### src/rtl/adder_pkg.sv
// Shared definitions for the adder family: serial FSM state encoding and default width.
package adder_pkg;

    typedef enum logic [1:0] {
        IDLE = 2'd0,
        RUN  = 2'd1,
        DONE = 2'd2
    } state_e;

    localparam int DEFAULT_WIDTH = 8;

endpackage

### src/rtl/FULLADDER.sv
// Gate-level one-bit full adder; the per-bit core of the serial adder.
module FULLADDER (
    input  logic cin,
    input  logic a,
    input  logic b,
    output logic s,
    output logic cout
);

    logic axb_s;

    assign axb_s = a ^ b;
    assign s     = axb_s ^ cin;
    assign cout  = (a & b) | (cin & axb_s);

endmodule

### src/rtl/serial_adder.sv
// Bit-serial adder: one FULLADDER retires one result bit per cycle, LSB first.
// Optional subtract mode is enabled with the SERIAL_ADDER_SUB_EN macro.
module serial_adder
    import adder_pkg::*;
#(
    parameter int WIDTH = DEFAULT_WIDTH
) (
    input  logic             clk,
    input  logic             reset,
    input  logic             start,
    input  logic [WIDTH-1:0] in1,
    input  logic [WIDTH-1:0] in2,
    input  logic             carryIn,
`ifdef SERIAL_ADDER_SUB_EN
    input  logic             sub,
`endif
    output logic             busy,
    output logic             done,
    output logic [WIDTH-1:0] out,
    output logic             carryOut,
    output logic             overflow
);

    localparam int CW = (WIDTH > 1) ? $clog2(WIDTH) : 1;
    localparam logic [CW-1:0] CNT_LAST = CW'(WIDTH - 1);

    state_e           state_q, state_d;
    logic [WIDTH-1:0] opa_q, opa_d;
    logic [WIDTH-1:0] opb_q, opb_d;
    logic [WIDTH-1:0] res_q, res_d;
    logic [CW-1:0]    cnt_q, cnt_d;
    logic             carry_q, carry_d;
    logic [WIDTH-1:0] out_q, out_d;
    logic             cout_q, cout_d;
    logic             ovf_q, ovf_d;
    logic             busy_q, busy_d;
    logic             done_q, done_d;

    logic             fa_s;
    logic             fa_c;
    logic             accept_s;
    logic [WIDTH-1:0] opb_load_s;
    logic             carry_load_s;

    FULLADDER u_fa (
        .cin  (carry_q),
        .a    (opa_q[0]),
        .b    (opb_q[0]),
        .s    (fa_s),
        .cout (fa_c)
    );

    assign accept_s = start & ((state_q == IDLE) | (state_q == DONE));

    // Operand B and initial carry as loaded on an accepted start
    always_comb begin
        opb_load_s   = in2;
        carry_load_s = carryIn;
`ifdef SERIAL_ADDER_SUB_EN
        if (sub) begin
            opb_load_s   = ~in2;
            carry_load_s = 1'b1;
        end else begin
            opb_load_s   = in2;
            carry_load_s = carryIn;
        end
`endif
    end

    // Next-state and datapath update
    always_comb begin
        state_d = state_q;
        opa_d   = opa_q;
        opb_d   = opb_q;
        res_d   = res_q;
        cnt_d   = cnt_q;
        carry_d = carry_q;
        out_d   = out_q;
        cout_d  = cout_q;
        ovf_d   = ovf_q;
        case (state_q)
            IDLE, DONE: begin
                if (accept_s) begin
                    state_d = RUN;
                    opa_d   = in1;
                    opb_d   = opb_load_s;
                    carry_d = carry_load_s;
                    res_d   = '0;
                    cnt_d   = '0;
                end else begin
                    state_d = IDLE;
                end
            end
            RUN: begin
                res_d   = {fa_s, res_q[WIDTH-1:1]};
                opa_d   = {1'b0, opa_q[WIDTH-1:1]};
                opb_d   = {1'b0, opb_q[WIDTH-1:1]};
                carry_d = fa_c;
                if (cnt_q == CNT_LAST) begin
                    // carry_q here is the carry into the MSB
                    state_d = DONE;
                    cnt_d   = cnt_q;
                    out_d   = {fa_s, res_q[WIDTH-1:1]};
                    cout_d  = fa_c;
                    ovf_d   = carry_q ^ fa_c;
                end else begin
                    state_d = RUN;
                    cnt_d   = cnt_q + CW'(1);
                end
            end
            default: begin
                state_d = IDLE;
            end
        endcase
        busy_d = (state_d == RUN);
        done_d = (state_d == DONE);
    end

    // State and datapath registers
    always_ff @(posedge clk or posedge reset) begin
        if (reset) begin
            state_q <= IDLE;
            opa_q   <= '0;
            opb_q   <= '0;
            res_q   <= '0;
            cnt_q   <= '0;
            carry_q <= 1'b0;
            out_q   <= '0;
            cout_q  <= 1'b0;
            ovf_q   <= 1'b0;
            busy_q  <= 1'b0;
            done_q  <= 1'b0;
        end else begin
            state_q <= state_d;
            opa_q   <= opa_d;
            opb_q   <= opb_d;
            res_q   <= res_d;
            cnt_q   <= cnt_d;
            carry_q <= carry_d;
            out_q   <= out_d;
            cout_q  <= cout_d;
            ovf_q   <= ovf_d;
            busy_q  <= busy_d;
            done_q  <= done_d;
        end
    end

    assign busy     = busy_q;
    assign done     = done_q;
    assign out      = out_q;
    assign carryOut = cout_q;
    assign overflow = ovf_q;

endmodule

### config.mk
export PLATFORM = sky130hd
export DESIGN_NAME = serial_adder
export DESIGN_NICKNAME = d
export VERILOG_FILES = /design/src/rtl/adder_pkg.sv /design/src/rtl/FULLADDER.sv /design/src/rtl/serial_adder.sv
export SDC_FILE = /design/constraint.sdc
export NUM_CORES = 1
export LEC_CHECK = 0
export CAP_MARGIN = 20
export CORE_MARGIN = 2
export CORE_UTILIZATION = 30
export DETAILED_ROUTE_END_ITERATION = 16
export PLACE_DENSITY_LB_ADDON = 0.2
export RECOVER_POWER = 100
export SYNTH_ARGS = -nofsm -noshare
export SYNTH_HDL_FRONTEND = slang
export SYNTH_SLANG_ARGS = --single-unit
### constraint.sdc
create_clock -name clk -period 4.1 [get_ports clk]
set_clock_uncertainty 0.05 [all_clocks]
set_input_delay 0.82 -clock clk [delete_from_list [all_inputs] [get_ports clk]]
set_output_delay 0.82 -clock clk [all_outputs]
set_load 0.02 [all_outputs]
==> results by group <==
Detailed routing
  • DRC: 0
  • Initial DRC count: 48
  • Mean routed wirelength per cell: 14.27 um
  • Routed via count: about 1200
  • DRT antenna net count: 0
  • Wirelength, routed: about 3.6 mm
  • Pre-Repair DR Iteration Count: 4
  • DR vias/cell: roughly 4.8

Synth
  • Synthesized area per cell: between 10 and 15 um2
  • Synthesized cell area: around 0.0018 mm2
  • Share of the synthesized area in the top cell type: approximately 56%
  • Number of synthesized flops with an enable pin: 0
  • Commonest cells in the netlist: dfrtp_1, a21oi_1, a22o_1, nor2b_1, mux2i_1
  • Sequential-to-total area share from yosys stat: 55.59%
  • Cell accounting for the most synthesized area: dfrtp_1
  • Syn_nets: roughly 170
  • Cell with the most instances after synthesis: dfrtp_1
  • #FFs+latches synth: approximately 40
  • FFs w/ async S/R, synth: 100.0%
  • Number of distinct library cells after synthesis: 25
  • Top FF cell, synth: dfrtp_1
  • Syn Inst Count: 146
  • Yosys warns: 0
  • Area contributors post-synth: dfrtp_1, mux2i_1, a22o_1

Critical path
  • WP data required: around 4.3 ns
  • Worst reg2reg endpoint: out[6]
  • Slowest stage delay, CP: between 0.9 and 1 ns
  • FF-to-FF Start: state_q[0]
  • Crit path capture: opb_q[0]
  • Slowest cell on crit path: clkbuf_1
  • CP startpoint: reset
  • Worst reg2reg path depth: 2
  • CP endpoint kind: asynchronous set/reset pin
  • Worst reg2reg setup slack: around 1.9 ns
  • Crit path arrival time: ~2.9 ns
  • Crit Path Category: input port to asynchronous set/reset pin
  • CP Max Fanout: 23
  • CP Cell Sequence: dlygate4sd3_1 > inv_1 > clkbuf_1
  • Setup crit start kind: input port

Outcome
  • Outcome: finished, final reports clean

Placed design
  • Worst slack, placed: 1.396 ns
  • Placed cells: between 200 and 250
  • GPL Wtd Cong: approximately 0.71
  • Detail Placement HPWL: 2.561 mm
  • Placed cell areas: around 0.0022 mm2
  • PortBufs: 31

Clock network
  • Depth of the CTS H-tree: 2
  • Max Root-Sink Buffers: 2
  • Clock latency on the worst-skew pair: around 0.29 ns
  • Hold Buf Count CTS: 0
  • Setup Fix Bufs, Post-CTS: 0
  • Clock transition at path regs: 0.08 ns
  • Clock sink total: 41
  • Post-CTS sizing: 0
  • Number of buffers created by CTS: 5
  • CTS tree: yes
  • Root buf cell: clkbuf_8

Min path
  • Hold Path Class: flop to flop

Floorplanning
  • DIE HEIGHT: a little over 80 um
  • Initial Utilization: ~31%
  • Die Footprint: roughly 0.0068 mm2
  • Row count: 28
  • Chip width: about 82 um
  • I/O pin count: 32
  • Core ar.: 0.005921 mm2

GRT
  • Grt total ovfl: 0
  • Number of global-route vias before repair: around 1200
  • Largest net degree at the start of global routing: 28
  • First-pass GRT wire length: ~6 mm
  • Global-route usage over all layers: about an eighth
  • Initial antenna violation count: 0

Final layout
  • Share of layout cells above drive strength 1: under 10%
  • Inserted Diodes: 0
  • Final Instance Count excl. Fillers: roughly 250
  • Syn-to-layout area delta: 20.75%
  • Final instance area: 0.002228 mm2
  • Post-layout util: approximately 38%
  • Fin nets: around 200

STA
  • Final min period: 2.675 ns
  • Final Setup Violations: 0
  • Final worst setup slack: about 1.4 ns
  • Final hold violation count: 0
  • Unrepaired setup endpoints after global routing: false
  • Worst-Margin Slew: 1.171 ns
  • F_max: between 300 and 400 MHz
  • Setup TNS: 0 ns
  • Final Cycle Share: roughly two thirds
  • Pins Over Slew Limit: 0
  • Max transition margin: 21.93%

Power and ir drop
  • Lkg Pwr: slightly below 0.001 uW
  • Peak supply drop: about 0.3 mV
  • Cell Pwr Density: around 720 mW/mm2

Job
  • Max-cap viol count: 0
[power breakdown]
part,total (uW),internal [uW],switching [uW]
clock network,261,118,144
registers,738,585,154
logic,601,311,291
[state kept, by name, summed over array words and instances (netlist names)]
name and count:
carry_q 1, res_q 7, done 1, out 8
opb_q 8, state_q 2, carryOut 1, cnt_q 3
busy 1, opa_q 8, overflow 1
[layer usage]
metal  GRT usage [%]  vias up  routed length, um
li1                -      580                  -
met1           15.18      594               1647
met2           18.55       32               1709
met3           3.696        6                187
met4           4.000        0                 49
met5               0        -                  0
[cell families (layout without fill, tap and decap cells)]
group | count (synthesis) | in the layout | synth area share (%)
adder cells (fa/ha/maj) | 3 | 3 | 2.441
flip-flops | 41 | 41 | 55.59
AND/OR/NAND/NOR | 19 | 19 | 7.390
buffers and inverters | 20 | 51 | 6.237
XOR/XNOR | 1 | 1 | 0.4747
AO/OA/AOI/OAI | 43 | 43 | 15.73
multiplexers | 19 | 19 | 12.14
[worst max-delay path: cells and delay by family]
family	cells	cell delay (ns)
buf+inv	3	2.03
[cell type report]
cell class                 count  area (um2)
fill                         566        3692
sequential                    41        1026
multi-input combinational     85       666.9
timing repair buffer          32       314.1
tap                           75       93.84
clock buffer                   5       68.82
inverter                      11       41.29
clock inverter                 3       17.52
[worst min path at each step]
stage                  start       end  slack [ns]  cells after the start
floorplan           cnt_q[0]  cnt_q[0]        0.41                      1
global placement    cnt_q[0]  cnt_q[0]        0.42                      1
detailed placement    out[5]    out[5]        0.43                      1
CTS                   out[5]    out[5]        0.45                      1
global route          out[5]    out[5]        0.47                      1
finish              overflow  overflow        0.44                      2
[placed cells by master (no fill, tap or decap), types with 2 or more instances in the layout]
| master | n |
|---|---|
| clkbuf_8 | 5 |
| ha_1 | 2 |
| clkinv_1 | 2 |
| a22o_1 | 11 |
| a21oi_1 | 15 |
| clkinv_2 | 2 |
| nand2_1 | 2 |
| mux2i_1 | 10 |
| a211oi_1 | 9 |
| dlygate4sd3_1 | 14 |
| mux2_1 | 9 |
| dfrtp_1 | 41 |
| o22ai_1 | 6 |
| clkdlybuf4s50_1 | 17 |
| nand2b_1 | 2 |
| nor2b_1 | 11 |
| inv_1 | 8 |
[per-stage QoR]
step	total power, uW	hold slack, ns
finish	1601	0.4392
CTS	1689	0.4491
global route	1724	0.4658
detailed placement	1421	0.4308
floorplan	1207	0.4069
global placement	1378	0.4170
No activity file was read; power rests on OpenSTA's default activity.
